$ cat config.mk
export PLATFORM = sky130hd
export DESIGN_NAME = seq_detect_ctrl
export DESIGN_NICKNAME = d
export VERILOG_FILES = /design/src/rtl/seq_detect_ctrl.sv
export SDC_FILE = /design/constraint.sdc
export NUM_CORES = 1
export LEC_CHECK = 0
export BUFFER_PORTS_ARGS = -buffer_cell sky130_fd_sc_hd__buf_4
export CORE_MARGIN = 10
export CORE_UTILIZATION = 52
export DETAILED_ROUTE_END_ITERATION = 10
export GPL_TIMING_DRIVEN = 0
export PLACE_DENSITY = 0.76
export SYNTH_ARGS = -nofsm -noshare
export SYNTH_HDL_FRONTEND = slang
export SYNTH_SLANG_ARGS = --single-unit
$ cat constraint.sdc
create_clock -name clk -period 2.05 [get_ports clk]
set_input_delay 0.1025 -clock clk [delete_from_list [all_inputs] [get_ports clk]]
set_output_delay 0.1025 -clock clk [all_outputs]
set_load 0.005 [all_outputs]
$ cat src/rtl/seq_detect_ctrl.sv
// Word-to-serial sequencer for a Moore pattern detector: resets the detector,
// shifts each word MSB first, counts hits. Optional hit map via HIT_MAP_EN.
module seq_detect_ctrl #(
    parameter  int WIDTH = 8,
    localparam int CW    = $clog2(WIDTH + 1)
) (
    input  logic             clk,
    input  logic             rst,
    input  logic             in_valid,
    output logic             in_ready,
    input  logic [WIDTH-1:0] in_data,
    output logic             det_rst,
    output logic             det_sin,
    input  logic             det_done,
    output logic             res_valid,
    input  logic             res_ready,
    output logic [CW-1:0]    res_count,
    output logic             busy
`ifdef HIT_MAP_EN
    ,
    output logic [WIDTH-1:0] res_map
`endif
);

    localparam logic [2:0] S_IDLE   = 3'd0;
    localparam logic [2:0] S_LOAD   = 3'd1;
    localparam logic [2:0] S_SHIFT  = 3'd2;
    localparam logic [2:0] S_DRAIN  = 3'd3;
    localparam logic [2:0] S_REPORT = 3'd4;

    localparam logic [CW-1:0] LAST_BIT = CW'(WIDTH - 1);

    logic [2:0]       state_q, state_d;
    logic [WIDTH-1:0] shreg_q, shreg_d;
    logic [CW-1:0]    bit_cnt_q, bit_cnt_d;
    logic [CW-1:0]    hit_cnt_q, hit_cnt_d;
    logic             accept;

    assign accept = (state_q == S_IDLE) && in_valid;

    always_comb begin
        state_d   = state_q;
        shreg_d   = shreg_q;
        bit_cnt_d = bit_cnt_q;
        hit_cnt_d = hit_cnt_q;
        case (state_q)
            S_IDLE: begin
                if (in_valid) begin
                    shreg_d   = in_data;
                    bit_cnt_d = '0;
                    hit_cnt_d = '0;
                    state_d   = S_LOAD;
                end
            end
            S_LOAD: state_d = S_SHIFT;
            S_SHIFT: begin
                shreg_d   = {shreg_q[WIDTH-2:0], 1'b0};
                bit_cnt_d = bit_cnt_q + CW'(1);
                // det_done lags the serial stream by one cycle; bit 0 has no hit yet
                if ((bit_cnt_q != '0) && det_done) begin
                    hit_cnt_d = hit_cnt_q + CW'(1);
                end
                if (bit_cnt_q == LAST_BIT) begin
                    state_d = S_DRAIN;
                end
            end
            S_DRAIN: begin
                if (det_done) begin
                    hit_cnt_d = hit_cnt_q + CW'(1);
                end
                state_d = S_REPORT;
            end
            S_REPORT: begin
                if (res_ready) begin
                    state_d = S_IDLE;
                end
            end
            default: state_d = S_IDLE;
        endcase
    end

    always_ff @(posedge clk) begin
        if (!rst) begin
            state_q   <= S_IDLE;
            shreg_q   <= '0;
            bit_cnt_q <= '0;
            hit_cnt_q <= '0;
        end else begin
            state_q   <= state_d;
            shreg_q   <= shreg_d;
            bit_cnt_q <= bit_cnt_d;
            hit_cnt_q <= hit_cnt_d;
        end
    end

    // All handshake outputs are masked while reset is asserted
    assign in_ready  = rst && (state_q == S_IDLE);
    assign busy      = rst && (state_q != S_IDLE);
    assign res_valid = rst && (state_q == S_REPORT);
    assign res_count = res_valid ? hit_cnt_q : '0;
    assign det_rst   = !rst || (state_q == S_LOAD);
    assign det_sin   = rst && (state_q == S_SHIFT) && shreg_q[WIDTH-1];

`ifdef HIT_MAP_EN
    logic [WIDTH-1:0] map_q, map_d;
    logic [WIDTH-1:0] hit_mask;

    // A hit seen at SHIFT count c belongs to serial bit c-1, i.e. in_data[WIDTH-c]
    for (genvar gi = 0; gi < WIDTH; gi++) begin : g_hit_mask
        if (gi == 0) begin : g_last
            assign hit_mask[gi] = det_done && (state_q == S_DRAIN);
        end else begin : g_mid
            assign hit_mask[gi] = det_done && (state_q == S_SHIFT) &&
                                  (bit_cnt_q == CW'(WIDTH - gi));
        end
    end

    always_comb begin
        map_d = map_q | hit_mask;
        if (accept) begin
            map_d = '0;
        end
    end

    always_ff @(posedge clk) begin
        if (!rst) begin
            map_q <= '0;
        end else begin
            map_q <= map_d;
        end
    end

    assign res_map = res_valid ? map_q : '0;
`else
    logic unused_accept;
    assign unused_accept = accept;
`endif

endmodule
; After elaboration in Yosys (flattened, before gate mapping)
; Cells that the tools add are included.
[totals]
word_cells = 44
latch_bits = 0
memories = 0
out_inout_bits = 9
rom_bits = 0
mem_bits_rw = 0
regBits = 19
[classes]
reduce_logical = 16
n_mul = 0
div = 0
add_sub_neg = 2
n_lt_le_gt_ge = 0
n_eq_ne = 10
muxes = 12
bitwise = 0
shifts = 0
[op_table]
columns = operator, count
row1 = 4-bit two-way mux, 4
row2 = 8-bit case mux with 2 select lines, 1
row3 = 3-bit case mux with 5 select lines, 1
row4 = 4-bit case mux with 3 select lines, 1
row5 = "2-bit != test, second input constant", 5
row6 = 3-bit two-way mux, 3
row7 = "4-bit by 1-bit adder with 4-bit output, second input constant", 2
row8 = 8-bit two-way mux, 1
row9 = 4-bit case mux with 2 select lines, 1
row10 = "3-bit by 2-bit == test with 1-bit output, second input constant", 2
row11 = 1-bit logical AND, 6
row12 = 3-bit nonzero test, 2
row13 = "4-bit by 3-bit == test with 1-bit output, second input constant", 1
row14 = 4-bit AND reduction, 1
row15 = 4-bit nonzero test, 1
row16 = "3-bit by 1-bit == test with 1-bit output, second input constant", 1
row17 = "3-bit == test, second input constant", 1
row18 = 3-bit logical NOT, 1
row19 = 3-bit AND reduction, 1
row20 = 2-bit AND reduction, 1
row21 = 2-bit nonzero test, 1
row22 = 1-bit logical NOT, 1
row23 = 1-bit logical OR, 1

; Longest topological paths before layout
[logic_depth]
depth_word = 4
mapped_depth = 5

; Worst setup path before layout
; OpenSTA, ideal clock, no wires.
[synth_timing]
kind = register to register
startpoint = register bit_cnt_q[0]
endpoint = register hit_cnt_q[3]
setup_ns = 0.079
arrival_time_ns = 1.397
period_less_slack_ns = 1.476
t_required_ns = 1.971
path_stages_with_launch = 6
n_path_buf = 0
slack_ns = 0.574
path_cell_list = dfxtp_1 inv_1 ha_1 or4b_4 a32o_1 a211oi_2
[synth_between]
elab_chain_cells = 4
[synth_rtl]
columns = item, line_no
row1 = "start, declared", 35  ; logic [CW-1:0] bit_cnt_q, bit_cnt_d;
row2 = "start signal, assigned", 91  ; bit_cnt_q <= bit_cnt_d;
row3 = 4-bit nonzero test, 60  ; if ((bit_cnt_q != '0) && det_done) begin
row4 = 1-bit logical AND, 60
row5 = 2-bit != test (no line), -
row6 = 4-bit AND reduction (no line), -
row7 = "end signal, assigned", 92  ; hit_cnt_q <= hit_cnt_d;
row8 = "end, declared", 36  ; logic [CW-1:0] hit_cnt_q, hit_cnt_d;
; No other way between the ends.
; A chain may end at the register's enable or synchronous reset.

; Worst setup path after layout
[layout_timing]
startpoint = register state_q[1]
endpoint = output det_rst
[layout_between]
elab_chain_cells = 2
[layout_rtl]
columns = item, line_no
row1 = "start, declared", 33  ; logic [2:0] state_q, state_d;
row2 = "start signal, assigned", 89  ; state_q <= state_d;
row3 = 3-bit by 1-bit == test with 1-bit output, 101  ; assign det_rst = !rst || (state_q == S_LOAD);
row4 = 1-bit logical OR, 101
row5 = "end, declared", 12  ; output logic det_rst,
; No other way between the ends.

==> results.md <==
* Status: complete, no violations
* Setup tns final at 0 ns
* Most frequent cell after synthesis: dfxtp_1
* CTS root buf: clkbuf_4
* Drt first pass iters at 4
* Clock Latency Late Sink at 0.30 ns
* Synthesized area per cell at 8.312 µm²
* Max_cap viols at 0
* Hold Violations, Final at 0
* CP Cell Sequence: buf_2 -> clkbuf_1 -> nand2b_1 -> o21ai_0 -> buf_4
* Layout cells sized above 1 at 0.2185
* Crit path max fanout at 10
* CTS Buf Count at 3
* R2R setup slack at 0.44 ns
* Most used DFF post-synth: dfxtp_1
* Core Area at 1942 µm²
* P_leak at 0.4913 nW
* Synthesized Nets at 142
* WL/cell at 14.43 µm
* Final Wtd Congestion at 0.7651
* Final WL at 2.568 mm
* Htree depth at 1
* Worst VDD drop at 471.0 µV
* Nets at 168
* Slew margin rel. at 0.6339
* Slowest-stage cell, CP: dfxtp_1
* CTS Hold Bufs at 0
* Arrival time at the worst endpoint at 1.74 ns
* Post-synth EDFFs at 0
* Clock buffer depth at 2
* Filler instances at 196
* Post-CTS Setup Bufs at 0
* Kind of critical path: flop to primary output
* Delay-heaviest family, CP: buffers and inverters
* Area leader, netlist: dfxtp_1
* Clock Pin Slew Worst Setup and Hold Paths at 0.10 ns
* P&R area growth vs syn at 20.79%
* Global-route wire length before repair at 4.305 mm
* Worst setup SP type: flop
* Worst EP required at 1.95 ns
* Clk sinks at 19
* Gr usage total at 0.1234
* CP Buf/Inv Count at 3
* Die H at 64.88 µm
* Mapped cell area at 1047 µm²
* Slew Viols, Final at 0
* Vias in the first global route at 994
* Pwr/cell area at 590.6 nW/µm²
* Die X-Extent at 64.88 µm
* Die area at 4209 µm²
* Sequential fraction of the synthesis area at 0.3632
* Synth area leaders: dfxtp_1 (36%), nand2b_1 (7.2%), a21oi_1 (6.2%)
* DP Wirelength at 1.934 mm
* CTS tree: built
* Critical R2R Launch: bit_cnt_q[0]
* Routed Antenna Nets at 0
* Hold Path Class: input pin to flop
* Critical Path End Type: primary output
* Post-cts sizing count at 0
* Fmax at 541.6 MHz
* Total power at 0.0007471 W
* Async set or reset register ratio after synthesis at 0
* Ant diodes at 0
* Crit-path max cell delay at 0.43 ns
* Initial DRC Count at 37
* I/O pins at 22
* Initial antenna violation count at 0
* Grt total ovfl at 0
* Final Setup Violations at 0
* Num rows at 16
* Final clock skew at 0.0008319 ns
* RSZ-0062 raised after global routing: no
* Synth top area share at 0.3632
* Post-route worst setup slack at 0.2037 ns
* Post-synth top cells: dfxtp_1 (19), a21oi_1 (13), nand2b_1 (12), o21ai_0 (10)
* # DRC at 0
* IO Port Bufs at 21
* Post-synthesis register bit count at 19
* Initial Util at 0.5393
* Post-layout min period at 1.846 ns
* Period utilization at 0.9007
* Via count at 1,035
* Cells after synthesis at 126
* Worst-Margin Slew at 0.5472 ns
* Pin count of the biggest net entering global routing at 11
* Vias per inst at 5.815
* Number of synthesis warnings at 0
* Pre-CTS setup slack at 0.4715 ns
* Hold Path Origin: in_data[0]
* Synth cell types at 35
* CP startpoint: state_q[1]
## cell type report
class,count,area [µm²],area share
Sequential cell,19,380.4,0.3007
Multi-Input combinational cell,92,606.8,0.4797
Timing Repair Buffer,21,157.7,0.1246
Buffer,8,33.78,0.02671
Tap cell,27,33.78,0.02671
Inverter,7,26.28,0.02077
Clock buffer,4,26.28,0.02077
## worst paths after layout
check,depth (start not counted),end
max,5,det_rst
min,3,shreg_q[0]
max reg2reg,5,hit_cnt_q[1]
min reg2reg,2,shreg_q[2]
## tightest hold or removal path: cells and delay by family
family | cells | cell delay (ns)
compound gates | 1 | 0.05
buf+inv | 1 | 0.11
simple gates | 1 | 0.04
## metrics by stage
stage	hold slack, ns	utilization	cell area (µm²)	instances
after floorplan	0.2430	-	1047	126
after global placement	0.3614	0.6379	1239	174
after detailed placement	0.3709	0.6379	1239	174
after CTS	0.03449	0.6514	1265	178
after global routing	0.04963	0.6514	1265	178
final	0.03946	0.6514	1265	178
## placed cells by master, fill, tap and decap left out, types with 3 or more instances in the layout
| cell | count |
|---|---|
| and3_1 | 3 |
| and2_1 | 4 |
| o2111ai_1 | 7 |
| a21oi_1 | 13 |
| o21ai_0 | 10 |
| ha_1 | 3 |
| nand2b_1 | 12 |
| inv_1 | 7 |
| buf_4 | 21 |
| dfxtp_1 | 19 |
| clkbuf_1 | 6 |
| nand2_1 | 4 |
| clkbuf_4 | 3 |
| nor2_1 | 6 |
| buf_2 | 3 |
## power breakdown
part | switching, W | internal (W)
Sequential | 0.0000121 | 0.000388
Combinational | 0.0000817 | 0.0000713
Clock | 0.000118 | 0.0000760
## cell families after synthesis
family	after synthesis	synth area share
flip-flops	19	0.3632
AND/OR/NAND/NOR	47	0.2796
multiplexers	1	0.009558
AO/OA/AOI/OAI	41	0.2545
adder cells (fa/ha/maj)	3	0.03585
buffers and inverters	15	0.05735
## per-layer routing
metal  wire length [µm]  GRT usage
met1               1124     0.1392
met3                182    0.04467
met4                 46    0.06684
met2               1214     0.1983
met5                  0          0
## sequential cells by signal, indices dropped and copies added (netlist names)
signal     cells
shreg_q        8
bit_cnt_q      4
hit_cnt_q      4
state_q        3
No activity file was read; power rests on OpenSTA's default activity.
